<file path="src/rtl/mul_border_multi_if.sv">
// Start/busy/done bus for the multi-channel border multiplier.
// The o_cnt signal exists only when MUL_BORDER_ACC_EN is defined.
interface mul_border_multi_if #(
  parameter int WIDTH = 16,
  parameter int CH    = 4,
  parameter int LW    = $clog2(WIDTH)
);
  logic                     start;
  logic [WIDTH-2:0]         i_data_i;
  logic [CH*(WIDTH-1)-1:0]  i_data_w;
  logic [LW-1:0]            i_len_log;
  logic                     busy;
  logic                     done;
  logic                     o_valid;
  logic [CH-1:0]            o_bit;
  logic                     i_bit_d;
`ifdef MUL_BORDER_ACC_EN
  logic [CH*WIDTH-1:0]      o_cnt;

  modport master (
    output start, i_data_i, i_data_w, i_len_log,
    input  busy, done, o_valid, o_bit, i_bit_d, o_cnt
  );
  modport slave (
    input  start, i_data_i, i_data_w, i_len_log,
    output busy, done, o_valid, o_bit, i_bit_d, o_cnt
  );
`else
  modport master (
    output start, i_data_i, i_data_w, i_len_log,
    input  busy, done, o_valid, o_bit, i_bit_d
  );
  modport slave (
    input  start, i_data_i, i_data_w, i_len_log,
    output busy, done, o_valid, o_bit, i_bit_d
  );
`endif
endinterface

</file>
<file path="src/rtl/mul_border_multi.sv">
// Unary-rate border multiplier: one input stream gating a shared weight RNG.
// Optional per-channel ones counters are enabled by MUL_BORDER_ACC_EN.
module mul_border_multi #(
  parameter int WIDTH = 16,
  parameter int CH    = 4,
  parameter int LW    = $clog2(WIDTH)
) (
  input logic               clk,
  input logic               rst,
  mul_border_multi_if.slave bus
);
  localparam int M = WIDTH - 1;
  localparam logic [LW:0] LMAX = (LW+1)'(M);

  typedef enum logic [1:0] {
    S_IDLE,
    S_RUN,
    S_LAST
  } state_t;

  state_t          r_state;
  logic [M-1:0]    r_di;
  logic [CH*M-1:0] r_w;
  logic [M-1:0]    r_last;
  logic [M-1:0]    r_icnt;
  logic [M-1:0]    r_wcnt;
  logic            r_busy;
  logic            r_done;
  logic            r_valid;
  logic [CH-1:0]   r_obit;
  logic            r_ibit;

  logic [LW:0]     w_len;
  logic [M-1:0]    w_mask;
  logic [M-1:0]    w_rng_i;
  logic [M-1:0]    w_rng_w;
  logic            w_bi;
  logic [CH-1:0]   w_bw;

  function automatic logic [M-1:0] f_rev(
    input logic [M-1:0] x
  );
    logic [M-1:0] r;
    for (int i = 0; i < M; i++) begin
      r[i] = x[M-1-i];
    end
    return r;
  endfunction

  // Last index of the run is 2^L-1, with L clamped to M.
  always_comb begin
    w_len = {1'b0, bus.i_len_log};
    if (w_len > LMAX) begin
      w_len = LMAX;
    end
    w_mask = {M{1'b1}} >> (LMAX - w_len);
  end

  always_comb begin
    w_rng_i = f_rev(r_icnt);
    w_rng_w = f_rev(r_wcnt);
    w_bi    = r_di > w_rng_i;
    for (int c = 0; c < CH; c++) begin
      w_bw[c] = r_w[c*M +: M] > w_rng_w;
    end
  end

  always_ff @(posedge clk) begin
    if (rst) begin
      r_state <= S_IDLE;
      r_di    <= '0;
      r_w     <= '0;
      r_last  <= '0;
      r_icnt  <= '0;
      r_wcnt  <= '0;
      r_busy  <= 1'b0;
      r_done  <= 1'b0;
      r_valid <= 1'b0;
      r_obit  <= '0;
      r_ibit  <= 1'b0;
    end else begin
      unique case (r_state)
        S_IDLE: begin
          r_done  <= 1'b0;
          r_valid <= 1'b0;
          r_obit  <= '0;
          r_ibit  <= 1'b0;
          if (bus.start) begin
            r_di    <= bus.i_data_i;
            r_w     <= bus.i_data_w;
            r_last  <= w_mask;
            r_icnt  <= '0;
            r_wcnt  <= '0;
            r_busy  <= 1'b1;
            r_state <= S_RUN;
          end
        end
        S_RUN: begin
          r_valid <= 1'b1;
          r_ibit  <= w_bi;
          r_obit  <= w_bw & {CH{w_bi}};
          r_icnt  <= r_icnt + 1'b1;
          if (w_bi) begin
            r_wcnt <= r_wcnt + 1'b1;
          end
          if (r_icnt == r_last) begin
            r_done  <= 1'b1;
            r_state <= S_LAST;
          end
        end
        S_LAST: begin
          r_done  <= 1'b0;
          r_valid <= 1'b0;
          r_obit  <= '0;
          r_ibit  <= 1'b0;
          r_busy  <= 1'b0;
          r_state <= S_IDLE;
        end
        default: begin
          r_state <= S_IDLE;
        end
      endcase
    end
  end

  assign bus.busy    = r_busy;
  assign bus.done    = r_done;
  assign bus.o_valid = r_valid;
  assign bus.o_bit   = r_obit;
  assign bus.i_bit_d = r_ibit;

`ifdef MUL_BORDER_ACC_EN
  logic [CH*WIDTH-1:0] r_cnt;

  always_ff @(posedge clk) begin
    if (rst) begin
      r_cnt <= '0;
    end else if (r_state == S_IDLE && bus.start) begin
      r_cnt <= '0;
    end else if (r_valid) begin
      for (int c = 0; c < CH; c++) begin
        if (r_obit[c]) begin
          r_cnt[c*WIDTH +: WIDTH] <= r_cnt[c*WIDTH +: WIDTH] + 1'b1;
        end
      end
    end
  end

  assign bus.o_cnt = r_cnt;
`endif
endmodule

</file>
<file path="src/flat_wrapper.sv">
// flat-port wrapper written by rule: the top's interface ports become plain ports
module mul_border_multi_flat 
#(
  parameter int WIDTH = 16,
  parameter int CH    = 4,
  parameter int LW    = $clog2(WIDTH)
)
  (clk, rst, bus_start, bus_i_data_i, bus_i_data_w, bus_i_len_log, bus_busy, bus_done, bus_o_valid, bus_o_bit, bus_i_bit_d);
  mul_border_multi_if #(.WIDTH(WIDTH), .CH(CH), .LW(LW)) bus_i ();
  input logic clk;
  input logic rst;
  input wire logic [$bits(bus_i.start)-1:0] bus_start;
  input wire logic [$bits(bus_i.i_data_i)-1:0] bus_i_data_i;
  input wire logic [$bits(bus_i.i_data_w)-1:0] bus_i_data_w;
  input wire logic [$bits(bus_i.i_len_log)-1:0] bus_i_len_log;
  output wire logic [$bits(bus_i.busy)-1:0] bus_busy;
  output wire logic [$bits(bus_i.done)-1:0] bus_done;
  output wire logic [$bits(bus_i.o_valid)-1:0] bus_o_valid;
  output wire logic [$bits(bus_i.o_bit)-1:0] bus_o_bit;
  output wire logic [$bits(bus_i.i_bit_d)-1:0] bus_i_bit_d;
  assign bus_i.start = bus_start;
  assign bus_i.i_data_i = bus_i_data_i;
  assign bus_i.i_data_w = bus_i_data_w;
  assign bus_i.i_len_log = bus_i_len_log;
  assign bus_busy = bus_i.busy;
  assign bus_done = bus_i.done;
  assign bus_o_valid = bus_i.o_valid;
  assign bus_o_bit = bus_i.o_bit;
  assign bus_i_bit_d = bus_i.i_bit_d;
  mul_border_multi #(.WIDTH(WIDTH), .CH(CH), .LW(LW)) u_core (.clk(clk), .rst(rst), .bus(bus_i));
endmodule
</file>
<file path="config.mk">
export PLATFORM = sky130hd
export DESIGN_NAME = mul_border_multi_flat
export DESIGN_NICKNAME = d
export VERILOG_FILES = /design/src/rtl/mul_border_multi_if.sv /design/src/rtl/mul_border_multi.sv /design/src/flat_wrapper.sv
export SDC_FILE = /design/constraint.sdc
export NUM_CORES = 1
export LEC_CHECK = 0
export CAP_MARGIN = 20
export CELL_PAD_IN_SITES_DETAIL_PLACEMENT = 0
export CELL_PAD_IN_SITES_GLOBAL_PLACEMENT = 1
export CORE_ASPECT_RATIO = 1.2
export CORE_MARGIN = 2
export CORE_UTILIZATION = 30
export DETAILED_ROUTE_END_ITERATION = 8
export PLACE_DENSITY = 0.61
export SYNTH_ARGS = -nofsm -noshare
export SYNTH_HDL_FRONTEND = slang
export SYNTH_SLANG_ARGS = --single-unit
</file>
<file path="constraint.sdc">
create_clock -name clk -period 6.8 [get_ports clk]
set_clock_uncertainty 0.1 [all_clocks]
set_input_delay 1.7 -clock clk [delete_from_list [all_inputs] [get_ports clk]]
set_output_delay 1.7 -clock clk [all_outputs]
set_load 0.01 [all_outputs]
</file>
==> metrics.yaml, run 1 <==
synthesis:
  async_flop_share_pct: 0
  synth_fp_nets: 1017
  ys.warnings.count: 0
  synth_area_leaders: "dfxtp_1 (38%), ha_1 (14%), nand2_1 (10%), a21oi_1 (9.5%), nand3_1 (2.8%)"
  netlist_area_sq_mm: 0.00684
  yosysMostFrequentCell: "nand2_1"
  synthTopCellsByCount: "nand2_1 (188), a21oi_1 (130), dfxtp_1 (130)"
  ys_ff_latch: 130
  syn_inst: 858
  ys_seq_area_share_pct: 38.0
  netlist.area_leader.share_pct: 38.0
  yosys.area.top_type: "dfxtp_1"
  ys.flop_type: "dfxtp_1"
  synth_edf_count: 0
  syn_area_per_cell_sq_um: 7.97
  ys_types: 54
layout:
  fin_nets: 1083
  regArea_sq_mm: 0.00260
  final_area_sq_mm: 0.00850
  areaGrowthSynthToFinish_pct: 24.3
  num_antenna_cells: 0
  fill_cells: 2388
  multiInputGateArea_sq_mm: 0.00391
  drive_above_1_share_pct: 4.91
grt:
  grt_pass1_vias: 6053
  grt_first_pass_wirelength_um: 31000
  grt_max_degree: 84
  grt_usage_pct: 16.3
  antenna_found_initial: 0
  overflow: 0
timing:
  layout_min_cycle_time_ps: 3650
  slew_headroom_pct: 34.8
  fin_crit_sh_pct: 53.6
  fin_hold_ws_ps: 355
  tightestPinTransition_ps: 975
  hold_violations: 0
  tns_ps: 0
  slew_viol_final: 0
  grt_setup_unrepaired: "false"
  setup_violations: 0
  fmax_mhz: 274
power_and_ir_drop:
  power.density_mw_per_mm2: 239
  p_total_w: 0.00203
  ir_drop_uv: 134
  p_sw_share_pct: 27.1
  power_frac_clock_pct: 42.8
  power.switching_w: 0.000549
  p_seq_share_pct: 41.0
  leakagePower_nw: 3.25
  p_int_w: 0.00148
  pwr-share-comb_pct: 16.2
worst_setup_path:
  r2r_end: "u_core.r_wcnt[6]$_SDFFE_PP0P_"
  cp_data_required_time_ps: 6970
  crit_chain: "clkdlybuf4s50_1 -> nand3b_1 -> buf_12 -> a22oi_1 -> o31ai_1"
  worstRegToRegCells: 8
  cp-startpoint: "bus_start"
  critPathMaxStageDelay_ps: 670
  ff2ff_setup_slack_ps: 3750
  crit_arrival_ps: 3820
  slowest_stage: "nand3b_1"
  crit-reg2reg-launch: "u_core.r_icnt[4]$_SDFFE_PP0P_"
  cp-start-kind: "primary input"
  crit_fanout: 83
  critPathKind: "in2reg"
  end_kind: "register"
route:
  viasPerCell: 5.00
  drt_iter0_markers: 229
  wl_per_cell_um: 15.5
  highest_layer: "met4"
  drt_first_pass_iters: 4
  vias: 6080
  routed_wl_um: 18800
  wl_met1_um: 8710
  met2RoutedLength_um: 9420
  postRouteAntennaNets: 0
  wl_met3_um: 461
  drc_errors: 0
floorplan:
  dieArea_sq_mm: 0.0240
  die_x_um: 142
  core_sq_mm: 0.0224
  rows: 60
  die_h_um: 169
  io_pins: 90
  start_util_pct: 30.5
worst_hold_path:
  holdPathEnd: "u_core.r_w[30]$_SDFFE_PP0P_"
  hold_class: "reg2reg"
  min_from: "u_core.r_w[30]$_SDFFE_PP0P_"
  min_path_cells: 2
clock_network:
  cts_hold_buf: 0
  cts_resized: 0
  cts.sinks: 130
  cts_root_buf: "clkbuf_16"
  clockBufferDepth: 2
  htreeDepth: 4
  post_cts_buffers: 0
  cts_tree: "yes"
  cts_made_buffers: 17
  cts.clk_slew.worst_paths_ps: 60
  clkLatencyLatePin_ps: 410
placement:
  place_area_sq_mm: 0.00795
  gp_congestion: 0.774
  dpl.hpwl_um: 13100
  port_buffers: 89
flow_run:
  cap_violations: 0
run_status:
  status: "finished clean"
## placed cells by master, fill, tap and decap left out, drive strengths merged, types with 4 or more instances in the layout
cell / count
xnor2: 5
a211oi: 13
o31ai: 4
o21ai: 18
nand4: 21
or3: 6
nand3: 38
nand2: 188
nor3: 8
o211ai: 4
a311oi: 7
clkdlybuf4s50: 88
and3: 6
clkbuf: 22
clkinv: 7
nor2b: 5
dfxtp: 130
a21oi: 130
inv: 40
a21o: 8
buf: 6
ha: 77
a31oi: 10
xor2: 11
nor2: 39
nor4: 10
## power by group through the flow
stage	clock network, W	logic, W	registers (W)
6_report	0.000868	0.000328	0.000833
3_5_place_dp	0	0.000334	0.000850
2_1_floorplan	0	0.000220	0.000841
4_1_cts	0.000895	0.000336	0.000834
5_1_grt	0.000929	0.000377	0.000838
3_3_place_gp	0	0.000332	0.000850
## critical path, delay by kind of cell
family                 cells  cell delay (ps)
AND/OR/NAND/NOR            1              670
buffers and inverters      2             1020
AO/OA/AOI/OAI              2              340
## worst max-delay path by stage
| stage | to | cells after the start |
|---|---|---|
| final | u_core.r_wcnt[4]$_SDFFE_PP0P_ | 5 |
| after global routing | u_core.r_last[6]$_SDFFE_PP0P_ | 5 |
| after CTS | u_core.r_last[6]$_SDFFE_PP0P_ | 5 |
| after detailed placement | u_core.r_last[6]$_SDFFE_PP0P_ | 5 |
| after global placement | u_core.r_last[6]$_SDFFE_PP0P_ | 5 |
| after floorplan | u_core.r_w[13]$_SDFFE_PP0P_ | 5 |
## layout make-up
class	count	share of cell area, %
inverter	40	1.77
sequential	130	30.6
tap	279	4.10
clock inverter	10	0.986
timing repair buffer	94	11.0
clock buffer	22	5.58
multi-input combinational	641	45.9
## stage by stage
stage                     cells  util (%)  setup WS, ps
after floorplan             858         -          3870
after global placement     1184      35.4          2720
after detailed placement   1184      35.4          2730
after CTS                  1216      37.9          3140
after global routing       1216      37.9          2960
final                      1216      37.9          3150
## cell families after synthesis
family                     Yosys count  synth area share, %
and+or+nand+nor                    334                 22.3
AOI/OAI and AO/OA                  213                 18.4
DFF                                130                 38.0
buffers and inverters               87                 4.96
adders and majority gates           77                 14.1
xor gates and xnor gates            16                 2.05
muxes                                1                0.165
## sequential cells by signal, indices dropped and copies added, names as in the netlist, 2 cells and up
name	flops
u_core.r_state	2
u_core.r_last	15
u_core.r_wcnt	15
u_core.r_di	15
u_core.r_w	60
u_core.r_icnt	15
u_core.bus.o_bit	4
## layer usage
| metal | track usage [%] | up-vias |
|---|---|---|
| met5 | 0 | - |
| li1 | - | 3152 |
| met3 | 2.99 | 10 |
| met2 | 28.9 | 83 |
| met1 | 20.2 | 2835 |
| met4 | 4.30 | 0 |
Power figures use the tool's default switching activity.
==> run 2: changes to the inputs <==
==> constraint.sdc (replaced) <==
create_clock -name clk -period 3.4 [get_ports clk]
set_clock_uncertainty 0.1 [all_clocks]
set_input_delay 0.85 -clock clk [delete_from_list [all_inputs] [get_ports clk]]
set_output_delay 0.85 -clock clk [all_outputs]
set_load 0.01 [all_outputs]
==> run 2 against run 1 <==
  * Cell area grew 0.35%
  * Global-route usage grew 0.35 points
  * Register-to-register slack lost 3200 ps
  * Combinational power grew 100%
  * Die area is the same
  * Worst setup slack lost 2600 ps
  * Utilization grew 0.13 points
  * Non-clock buffer count grew 7
  * Sequential power grew 100%
  * Total power grew 100%
==> metrics.yaml, run 2 (synthesis results as in run 1) <==
run_status:
  status: "finished clean"
worst_setup_path:
  cp-start-kind: "register"
  crit_arrival_ps: 3070  # -750 ps
  crit_fanout: 19  # -77%
  cp_data_required_time_ps: 3620  # -3350 ps
  end_kind: "register"
  critPathKind: "reg2reg"
layout:
  final_cell_mix: "nand2_1 (188), a21oi_1 (130), dfxtp_1 (130)"
  areaGrowthSynthToFinish_pct: 24.7
  fin_nets: 1090  # +0.65%
  final_common_cell: "nand2_1"
  drive_above_1_share_pct: 5.21  # +0.30 points
  num_antenna_cells: 0  # unchanged
  largest-register: "u_core.r_w"
  largest_reg_flops: 60  # unchanged
route:
  postRouteAntennaNets: 0  # unchanged
  routed_wl_um: 19600  # +3.9%
  wl_per_cell_um: 16.0  # +3.6%
  vias: 6145  # +1.1%
  drt_first_pass_iters: 5  # +1
  viasPerCell: 5.04  # +0.74%
  drt_iter0_markers: 259  # +13%
  drc_errors: 0  # unchanged
clock_network:
  clkLatencyLatePin_ps: 420  # about the same
  clockBufferDepth: 2  # unchanged
  post_cts_buffers: 0  # unchanged
  cts_made_buffers: 17  # unchanged
  cts_tree: "yes"
  cts_hold_buf: 0  # unchanged
  cts.sinks: 130  # unchanged
  cts_root_buf: "clkbuf_16"
  htreeDepth: 4  # unchanged
  cts_resized: 0  # unchanged
  cts.clk_slew.worst_paths_ps: 60  # about the same
power_and_ir_drop:
  p_sw_share_pct: 27.1  # about the same
  pwr-share-comb_pct: 16.5  # +0.3 points
  ir_drop_uv: 329  # +150%
  p_int_w: 0.00296  # +100%
  leakagePower_nw: 3.27  # +0.76%
  power.density_mw_per_mm2: 475  # +99%
  p_seq_share_pct: 41.1  # about the same
  power_frac_clock_pct: 42.3  # -0.5 points
  power.switching_w: 0.00110  # +100%
placement:
  dp_slack_ps: 561  # -2160 ps
  port_buffers: 89  # unchanged
  gp_congestion: 0.761  # -1.6%
  dpl.hpwl_um: 13800  # +5.1%
worst_hold_path:
  hold_class: "reg2reg"
floorplan:
  io_pins: 90  # unchanged
  start_util_pct: 30.5  # unchanged
  rows: 60  # unchanged
  core_sq_mm: 0.0224  # unchanged
  die_h_um: 169  # unchanged
  die_x_um: 142  # unchanged
  dieArea_sq_mm: 0.0240  # unchanged
flow_run:
  cap_violations: 0  # unchanged
timing:
  layout_min_cycle_time_ps: 2850
  tns_ps: 0  # unchanged
  tightestPinTransition_ps: 815  # -161 ps
  fmax_mhz: 351
  setup_violations: 0  # unchanged
  fin_crit_sh_pct: 83.7
  hold_violations: 0  # unchanged
  worst_slack_ps: 554  # -2600 ps
  grt_setup_unrepaired: "false"
  slew_viol_final: 0  # unchanged
  slew_headroom_pct: 45.2  # +10 points
grt:
  grt_first_pass_wirelength_um: 31300  # +0.80%
  grt_usage_pct: 16.6  # +0.35 points
  overflow: 0  # unchanged
  grt_pass1_vias: 5921  # -2.2%
  grt_max_degree: 106  # +26%
  antenna_found_initial: 0  # unchanged
[run 2: cell type report]
| cell class | instances | area (sq um) |
|---|---|---|
| Clock buffer | 23 | 478 |
| Fill cell | 2410 | 13900 |
| Clock inverter | 6 | 57.6 |
| Multi-Input combinational cell | 641 | 3910 |
| Inverter | 40 | 150 |
| Timing Repair Buffer | 101 | 991 |
| Tap cell | 279 | 349 |
| Sequential cell | 130 | 2600 |
[run 2: worst max-delay path, stage by stage (launching register included)]
cell	delay [ps]
dfxtp_1	490
inv_1	110
ha_1	330
a21oi_1	140
o21ai_0	100
a221oi_1	390
a21bo_1	530
buf_4	260
a21oi_1	70
o32ai_1	220
[run 2: layer usage]
metal	vias up	wire (um)	part of all wire, %	global-route usage (%)
met5	-	0	0	0
met2	115	9620	49	28.7
li1	3162	-	-	-
met3	26	576	2.9	2.74
met4	0	506	2.6	6.70
met1	2842	8860	45	20.6
[run 2: per-stage QoR]
step | instance area [sq um] | total power, W | std cells | utilization, % | hold WS (ps)
after floorplan | 6840 | 0.00212 | 858 | - | 336
after global placement | 8000 | 0.00238 | 1191 | 35.6 | 345
after detailed placement | 8000 | 0.00238 | 1191 | 35.6 | 351
after CTS | 8530 | 0.00412 | 1220 | 38.0 | 359
after global routing | 8530 | 0.00426 | 1220 | 38.0 | 375
final | 8530 | 0.00406 | 1220 | 38.0 | 358
[run 2: final timing paths]
path | cells after the start | startpoint | slack, ps | to
max | 9 | u_core.r_icnt[4]$_SDFFE_PP0P_ | 550 | u_core.r_wcnt[2]$_SDFFE_PP0P_
min | 2 | u_core.r_w[15]$_SDFFE_PP0P_ | 360 | u_core.r_w[15]$_SDFFE_PP0P_
max reg2reg | 9 | u_core.r_icnt[4]$_SDFFE_PP0P_ | 550 | u_core.r_wcnt[2]$_SDFFE_PP0P_
min reg2reg | 2 | u_core.r_w[15]$_SDFFE_PP0P_ | 360 | u_core.r_w[15]$_SDFFE_PP0P_
[run 2: power by group through the flow]
stage	clock network, W	registers (W)	logic, W
6_report	0.00172	0.00167	0.000670
5_1_grt	0.00181	0.00168	0.000768
4_1_cts	0.00176	0.00167	0.000684
3_5_place_dp	0	0.00170	0.000680
3_3_place_gp	0	0.00170	0.000678
2_1_floorplan	0	0.00168	0.000440
==> run 3: changes to the inputs <==
--- a/config.mk
+++ b/config.mk
@@ -12,7 +12,7 @@
 export CORE_MARGIN = 2
 export CORE_UTILIZATION = 30
 export DETAILED_ROUTE_END_ITERATION = 8
-export PLACE_DENSITY = 0.61
+export PLACE_DENSITY = 0.63
 export SYNTH_ARGS = -nofsm -noshare
 export SYNTH_HDL_FRONTEND = slang
 export SYNTH_SLANG_ARGS = --single-unit
==> constraint.sdc (replaced) <==
create_clock -name clk -period 2.5 [get_ports clk]
set_clock_uncertainty 0.1 [all_clocks]
set_input_delay 0.625 -clock clk [delete_from_list [all_inputs] [get_ports clk]]
set_output_delay 0.625 -clock clk [all_outputs]
set_load 0.01 [all_outputs]
==> run 3 against run 2 <==
  * Register-to-register slack lost 430 ps
  * Critical path depth fell by 1
  * Utilization increased by 1.5 points
  * Sequential power increased by 35%
  * Global-route usage increased by 0.13 points
  * Clock power is 34% higher
  * Cell count is 3.0% higher
  * Largest power group unchanged
  * Wire length is essentially flat
  * Fmax increased by 20%
==> metrics.yaml, run 3 (synthesis results as in run 1) <==
worst_setup_path:
  crit_fanout: 5  # -14
  crit_chain: "inv_1 -> ha_1 -> and4_4 -> a21boi_2 -> o211ai_2 -> a21bo_4 -> or4_1 -> a31oi_1"
  end_kind: "register"
  cp_top_family: "compound AO/OA/AOI/OAI gates"
  slowest_stage: "or4_1"
  crit_arrival_ps: 2610  # -460 ps
  cp-start-kind: "register"
  critPathMaxStageDelay_ps: 510  # -20 ps
  crit_buf_inv: 1  # -1
  critPathKind: "reg2reg"
  cp_data_required_time_ps: 2730  # -890 ps
layout:
  drive_above_1_share_pct: 8.90  # +3.7 points
  areaGrowthSynthToFinish_pct: 29.8
  largest_reg_flops: 60  # unchanged
  fin_nets: 1125  # +3.2%
  stdcell_count: 1256  # +3.0%
  largest-register: "u_core.r_w"
  final_cell_mix: "nand2_1 (188), a21oi_1 (130), dfxtp_1 (130)"
  regArea_sq_mm: 0.00260  # unchanged
  num_antenna_cells: 0  # unchanged
  fill_cells: 2357  # -2.2%
  final_common_cell: "nand2_1"
  multiInputGateArea_sq_mm: 0.00393  # +0.70%
timing:
  slew_headroom_pct: 61.5  # +16 points
  layout_min_cycle_time_ps: 2380  # -467 ps
  setup_violations: 0  # unchanged
  hold_violations: 0  # unchanged
  fmax_mhz: 420  # +20%
  slew_viol_final: 0  # unchanged
  tns_ps: 0  # unchanged
  grt_setup_unrepaired: "false"
  fin_crit_sh_pct: 95.1  # +11 points
  tightestPinTransition_ps: 573  # -242 ps
power_and_ir_drop:
  p_total_w: 0.00556  # +37%
  pwr-share-comb_pct: 17.8  # +1.3 points
  p_int_w: 0.00406  # +37%
  power_frac_clock_pct: 41.5  # -0.8 points
  leakagePower_nw: 3.47  # +6.0%
  p_seq_share_pct: 40.7  # -0.4 points
  power.switching_w: 0.00150  # +37%
  ir_drop_uv: 376  # +14%
  p_sw_share_pct: 27.0  # -0.054 points
  power.density_mw_per_mm2: 626  # +32%
clock_network:
  cts_made_buffers: 17  # unchanged
  clkLatencyLatePin_ps: 420  # about the same
  cts.sinks: 130  # unchanged
  post_cts_buffers: 0  # unchanged
  cts_root_buf: "clkbuf_16"
  htreeDepth: 4  # unchanged
  clockBufferDepth: 2  # unchanged
  cts.clk_slew.worst_paths_ps: 60  # about the same
  cts_tree: "yes"
grt:
  antenna_found_initial: 0  # unchanged
  grt_max_degree: 81  # -24%
  grt_usage_pct: 16.8  # +0.13 points
  grt_pass1_vias: 6176  # +4.3%
  overflow: 0  # unchanged
  grt_first_pass_wirelength_um: 31700  # +1.4%
route:
  drc_errors: 0  # unchanged
  routed_wl_um: 19500  # about the same
  wl_per_cell_um: 15.6  # -3.0%
  postRouteAntennaNets: 0  # unchanged
  vias: 6177  # +0.52%
  drt_iter0_markers: 237  # -8.5%
  viasPerCell: 4.92  # -2.4%
  drt_first_pass_iters: 4  # -1
placement:
  port_buffers: 89  # unchanged
  dpl.hpwl_um: 14200  # +3.4%
  gp_congestion: 0.827  # +8.6%
  placed_cells: 1226  # +2.9%
floorplan:
  die_h_um: 169  # unchanged
  io_pins: 90  # unchanged
  core_sq_mm: 0.0224  # unchanged
  start_util_pct: 30.5  # unchanged
  rows: 60  # unchanged
  dieArea_sq_mm: 0.0240  # unchanged
  die_x_um: 142  # unchanged
worst_hold_path:
  hold_class: "reg2reg"
flow_run:
  cap_violations: 0  # unchanged
run_status:
  status: "finished clean"
## run 3: cell type report
type / count / share of cell area (%)
multi-input cells: 641 / 44.3
well taps: 279 / 3.93
flip-flops and latches: 130 / 29.3
clock inverters: 6 / 0.648
repair buffers: 136 / 14.8
inverters: 40 / 1.69
clock buffers: 24 / 5.31
## run 3: worst paths after layout
| check | startpoint | end | slack, ps | cells after the start |
|---|---|---|---|---|
| setup / recovery | u_core.r_icnt[9]$_SDFFE_PP0P_ | u_core.r_wcnt[14]$_SDFFE_PP0P_ | 120 | 8 |
| hold / removal | u_core.r_w[31]$_SDFFE_PP0P_ | u_core.r_w[31]$_SDFFE_PP0P_ | 360 | 2 |
| setup reg to reg | u_core.r_icnt[9]$_SDFFE_PP0P_ | u_core.r_wcnt[14]$_SDFFE_PP0P_ | 120 | 8 |
| hold reg to reg | u_core.r_w[31]$_SDFFE_PP0P_ | u_core.r_w[31]$_SDFFE_PP0P_ | 360 | 2 |
## run 3: power groups by stage
stage / Combinational [W] / Clock (W) / Sequential [W]
floorplan: 0.000598 / 0 / 0.00229
global placement: 0.000983 / 0 / 0.00231
detailed placement: 0.000986 / 0 / 0.00231
CTS: 0.000992 / 0.00235 / 0.00226
global route: 0.00112 / 0.00245 / 0.00227
finish: 0.000990 / 0.00231 / 0.00226
## run 3: worst min-delay path, cell delays in order, from the launching register on
cell and delay, ps:
dfxtp_1 310, nand2_1 50, a21oi_1 50
## run 3: routing by layer
layer / vias to the layer above / part of all wire [%] / wire (um) / track usage (%)
li1: 3227 / - / - / -
met1: 2829 / 46 / 8960 / 20.5
met2: 95 / 49 / 9650 / 29.6
met3: 26 / 2.7 / 525 / 2.85
met4: 0 / 2.1 / 413 / 6.09
met5: - / 0 / 0 / 0
## run 3: metrics by stage
stage               cell area, sq um  setup slack [ps]  util, %  hold slack (ps)
floorplan                       6840               131        -              336
global placement                8320              98.2     37.1              348
detailed placement              8320              99.7     37.1              353
CTS                             8850              57.6     39.4              361
global route                    8880              3.76     39.6              373
finish                          8880               122     39.6              359
## run 3: timing repair
action / 4_1_cts / 5_1_grt
gates resized for setup: 0 / 5
hold buffers: 0 / 0
endpoints found under the setup margin: 0 / 7
==> patch 1, RTL diff (config.mk and constraints of run 2) <==
`WIDTH` is set to 16 in 3 places; all go to 32.
--- a/src/rtl/mul_border_multi_if.sv
+++ b/src/rtl/mul_border_multi_if.sv
@@ -1,7 +1,7 @@
 // Start/busy/done bus for the multi-channel border multiplier.
 // The o_cnt signal exists only when MUL_BORDER_ACC_EN is defined.
 interface mul_border_multi_if #(
-  parameter int WIDTH = 16,
+  parameter int WIDTH = 32,
   parameter int CH    = 4,
   parameter int LW    = $clog2(WIDTH)
 );
--- a/src/rtl/mul_border_multi.sv
+++ b/src/rtl/mul_border_multi.sv
@@ -1,7 +1,7 @@
 // Unary-rate border multiplier: one input stream gating a shared weight RNG.
 // Optional per-channel ones counters are enabled by MUL_BORDER_ACC_EN.
 module mul_border_multi #(
-  parameter int WIDTH = 16,
+  parameter int WIDTH = 32,
   parameter int CH    = 4,
   parameter int LW    = $clog2(WIDTH)
 ) (
--- a/src/flat_wrapper.sv
+++ b/src/flat_wrapper.sv
@@ -1,7 +1,7 @@
 // flat-port wrapper written by rule: the top's interface ports become plain ports
 module mul_border_multi_flat 
 #(
-  parameter int WIDTH = 16,
+  parameter int WIDTH = 32,
   parameter int CH    = 4,
   parameter int LW    = $clog2(WIDTH)
 )
Ports: changed (resized bus_i_data_i, bus_i_data_w and bus_i_len_log); port bits go from 90 to 171. No check against the original RTL was run, so the function may have changed too.
==> patch 1 against run 2 <==
- synthesized area increased by 100%
- power rose by 100%
- setup slack worse by 0.24 ns
- first-iteration DRC count up 110%
- wire length is 120% higher
- sequential cell count increased by 128
- critical endpoint is now u_core.r_wcnt[26]
- design area rose by 100%
==> patch 1: results <==
group,metric,value,unit
cells_and_area,drive_above_1_share,0.0556,
worst_setup_path,r2r_cells,10,
worst_setup_path,r2r_end,"u_core.r_wcnt[26]",
timing,worstMarginPinSlew,1.15,ns
global_routing,grt_max_degree,224,
global_routing,track_usage,0.181,
placement,io_buffers,170,
outcome,outcome,"completed",
routing,vias,12400,
clock_tree,clockBufferDepth,3,
clock_tree,numCtsBuffers,34,
logic_synthesis,synthTopCellsByCount,"389 x nand2_1, 258 x dfxtp_1, 253 x a21oi_1, 157 x ha_1, 96 x nor2_1",
global_routing,grt_pass1_wl,66.9,mm
worst_setup_path,regToRegSetupSlack,0.32,ns
worst_setup_path,reg2reg_from,"u_core.r_icnt[19]",
power,peakVddDrop,352,uV
logic_synthesis,synth_cells,1734,
placement,gp_congestion,0.866,
worst_setup_path,crit_slowest_cell,"nor4_2",
power,p_comb_frac,0.153,
min_path,hold_start,"u_core.r_di[0]",
worst_setup_path,arrival,3.40,ns
logic_synthesis,synth_fa_ha_area_frac,0.144,
routing,detail_route.wl_per_cell,17.1,um
worst_setup_path,crit_fanout,37,
logic_synthesis,synth_xor_xnor_area_share,0.0211,
power,p_switching,0.00218,W
logic_synthesis,synth.area.top_cells,"dfxtp_1 38%, ha_1 14%, nand2_1 11%",
clock_tree,htreeDepth,2,
logic_synthesis,synthMuxAreaShare,0.00457,
logic_synthesis,syn-num-nets,2054,
logic_synthesis,synth.distinct_cells,61,
cells_and_area,largest_reg_flops,124,
worst_setup_path,slowest_delay,0.66,ns
routing,drtIter0Drc,538,
logic_synthesis,ys_seq_area_frac,0.377,
power,leakage,6.70,nW
worst_setup_path,path_delay_family,"simple AND/OR/NAND/NOR gates",
min_path,hold_path_end,"u_core.r_di[0]",
clock_tree,clk-insertion-delay-late,0.54,ns
-- patch 1: changes by cell type in the layout (fill, tap and decap cells not counted), sizes merged, moves of 40 or more --
cell	change
a21oi	+123
clkdlybuf4s50	+81
dfxtp	+128
ha	+80
nand2	+202
nor2	+57
o21ai	+40
-- patch 1: how the worst max path moves through the flow --
stage	start	endpoint	slack, ns	cells past startpoint
floorplan	u_core.r_icnt[19]	u_core.r_wcnt[28]	0.78	10
global placement	u_core.r_icnt[19]	u_core.r_wcnt[29]	0.33	10
detailed placement	u_core.r_icnt[19]	u_core.r_wcnt[26]	0.28	10
CTS	u_core.r_icnt[19]	u_core.r_wcnt[26]	0.27	10
global route	u_core.r_icnt[19]	u_core.r_wcnt[26]	0.07	10
finish	u_core.r_icnt[19]	u_core.r_wcnt[26]	0.32	10
-- patch 1: cell type report --
| class | count | area, um2 |
|---|---|---|
| timing repair buffer | 202 | 2040 |
| clock inverter | 6 | 58.8 |
| sequential | 258 | 5160 |
| clock buffer | 53 | 1050 |
| multi-input combinational | 1311 | 7900 |
| inverter | 76 | 285 |
| tap | 609 | 762 |
| fill | 4669 | 27700 |
-- patch 1: stage by stage --
stage	util	instance area, um2	hold WS [ns]	setup WS [ns]	power, W
detailed placement	0.359	16200	0.351	0.283	0.00459
floorplan	-	13700	0.336	0.779	0.00403
CTS	0.384	17300	0.359	0.272	0.00826
global placement	0.359	16200	0.347	0.329	0.00458
finish	0.384	17300	0.356	0.318	0.00810
global route	0.384	17300	0.378	0.0673	0.00852
-- patch 1: per-layer routing --
layer | share of wire | global-route usage
met4 | 0.031 | 0.0622
met5 | 0 | 0
met1 | 0.44 | 0.222
met3 | 0.039 | 0.0314
met2 | 0.49 | 0.318
==> patch 2, RTL diff (config.mk and constraints of run 2) <==
Without the edit above. Re-encode `state_t` (3 states) as one-hot, 3 bits wide.
--- a/src/rtl/mul_border_multi.sv
+++ b/src/rtl/mul_border_multi.sv
@@ -12,10 +12,10 @@
   localparam int M = WIDTH - 1;
   localparam logic [LW:0] LMAX = (LW+1)'(M);
 
-  typedef enum logic [1:0] {
-    S_IDLE,
-    S_RUN,
-    S_LAST
+  typedef enum logic [2:0] {
+    S_IDLE = 3'b001,
+    S_RUN  = 3'b010,
+    S_LAST = 3'b100
   } state_t;
 
   state_t          r_state;
Behaviour: same outputs for any inputs over 10 cycles, from zero or initial values and one cycle with rst high; not proved beyond that.
==> patch 2 against run 2 <==
- design area up 2.1%
- combinational power shrank 7.6%
- die area rose by 0.32%
- wire length rose by 0.34%
- core utilization is 0.79 points higher
- sequential cell count rose by 1
- synthesized area rose by 0.33%
- setup slack better by 0.068 ns
- power up 7.6%
==> patch 2: results <==
group,metric,value,unit
outcome,outcome,"completed",
clock_tree,root_buffer,"clkbuf_16",
placement,io_buffers,89,
placement,gp_congestion,0.800,
clock_tree,cts.reportedPaths.clkPinSlew,0.06,ns
placement,place_area,8050,um2
cells_and_area,drive_above_1_share,0.0657,
logic_synthesis,synth-compound-area-share,0.183,
cells_and_area,nFillCells,2368,
clock_tree,htreeDepth,4,
clock_tree,post_cts_resized,0,
timing,worstMarginPinSlew,0.803,ns
routing,drtIter0Drc,306,
min_path,hold_path_end,"u_core.r_w[15]",
global_routing,grt_pass1_vias,6018,
power,swShare,0.260,
logic_synthesis,synthMuxAreaShare,0,
worst_setup_path,crit_fanout,22,
logic_synthesis,synth-async-reset-ratio,0,
clock_tree,cts_setup_buffers,0,
clock_tree,clk-insertion-delay-late,0.42,ns
power,pg_comb,0.000619,W
logic_synthesis,synth.area.top_cells,"dfxtp_1 38%, ha_1 14%, nand2_1 10%",
logic_synthesis,synth_xor_xnor_area_share,0.0230,
logic_synthesis,synth_cells,854,
power,peakVddDrop,306,uV
worst_setup_path,r2r_end,"u_core.r_wcnt[4]",
global_routing,grt_pass1_wl,31.6,mm
power,leakage,3.36,nW
routing,first_pass_iters,4,
global_routing,grt_max_degree,48,
cells_and_area,largest_reg_flops,60,
worst_setup_path,r2r_cells,9,
placement,placed_cells,1190,
routing,detail_route.wl_per_cell,16.1,um
timing,hold_ws,0.358,ns
routing,vias,6178,
min_path,min_path_type,"reg -> reg",
placement,place_ws,0.425,ns
power,powerDensity,501,nW/um2
cells_and_area,diodes,0,
placement,place_hpwl,14.2,mm
logic_synthesis,synthTopCellsByCount,"188 x nand2_1, 131 x dfxtp_1, 124 x a21oi_1, 77 x ha_1, 42 x nor2_1",
global_routing,antenna_found_initial,0,
routing,drt_wl_total,19.6,mm
logic_synthesis,synth.distinct_cells,54,
clock_tree,numCtsBuffers,17,
worst_setup_path,regToRegSetupSlack,0.62,ns
power,seqPwrFrac,0.382,
worst_setup_path,arrival,3.00,ns
global_routing,track_usage,0.168,
worst_setup_path,reg2reg_from,"u_core.r_icnt[6]",
logic_synthesis,syn-num-nets,1013,
cells_and_area,finalNetCount,1089,
clock_tree,clockBufferDepth,2,
logic_synthesis,synth_fa_ha_area_frac,0.140,
cells_and_area,top_register,"u_core.r_w",
logic_synthesis,ys_seq_area_frac,0.382,
==> patch 2: cell count changes after synthesis, moves of 4 or more <==
cell / before / now
a21oi_1: 130 / 124
a32o_1: 1 / 7
a31oi_1: 10 / 5
a211oi_1: 13 / 17
a41oi_1: 0 / 4
inv_1: 39 / 35
nand3_1: 38 / 26
buf_2: 1 / 15
nor3_1: 7 / 19
clkbuf_1: 40 / 26
a21o_1: 8 / 4
==> patch 2: how the worst max path moves through the flow <==
stage	startpoint	endpoint	slack (ns)	depth (start not counted)
after floorplan	u_core.r_icnt[6]	u_core.r_wcnt[12]	1.17	9
after detailed placement	bus_start	u_core.r_wcnt[12]	0.43	6
after CTS	u_core.r_icnt[6]	u_core.r_wcnt[4]	0.62	9
after global placement	bus_start	u_core.r_wcnt[12]	0.45	6
final	u_core.r_icnt[6]	u_core.r_wcnt[4]	0.62	9
after global routing	u_core.r_icnt[6]	u_core.r_wcnt[4]	0.43	9
==> patch 2: per-layer routing <==
layer | up-vias | track usage | share of wire
met5 | - | 0 | 0
met4 | 0 | 0.0483 | 0.015
met3 | 19 | 0.0339 | 0.030
met2 | 90 | 0.294 | 0.50
met1 | 2902 | 0.209 | 0.46
li1 | 3167 | - | -
==> patch 2: worst max-delay path, cell delays in order, from the launching register on <==
cell	delay, ns
dfxtp_1	0.46
inv_1	0.14
ha_1	0.33
a21oi_1	0.18
nor3_2	0.07
nor4_4	0.46
a21oi_2	0.10
buf_4	0.23
or2_0	0.33
a311oi_1	0.28
==> patch 2: layout make-up <==
class / count / area (um2) / area share
multi-input combinational: 643 / 3930 / 0.451
sequential: 131 / 2620 / 0.301
timing repair buffer: 102 / 1010 / 0.116
clock buffer: 18 / 439 / 0.0504
tap: 279 / 349 / 0.0401
clock inverter: 14 / 226 / 0.0260
inverter: 35 / 131 / 0.0151
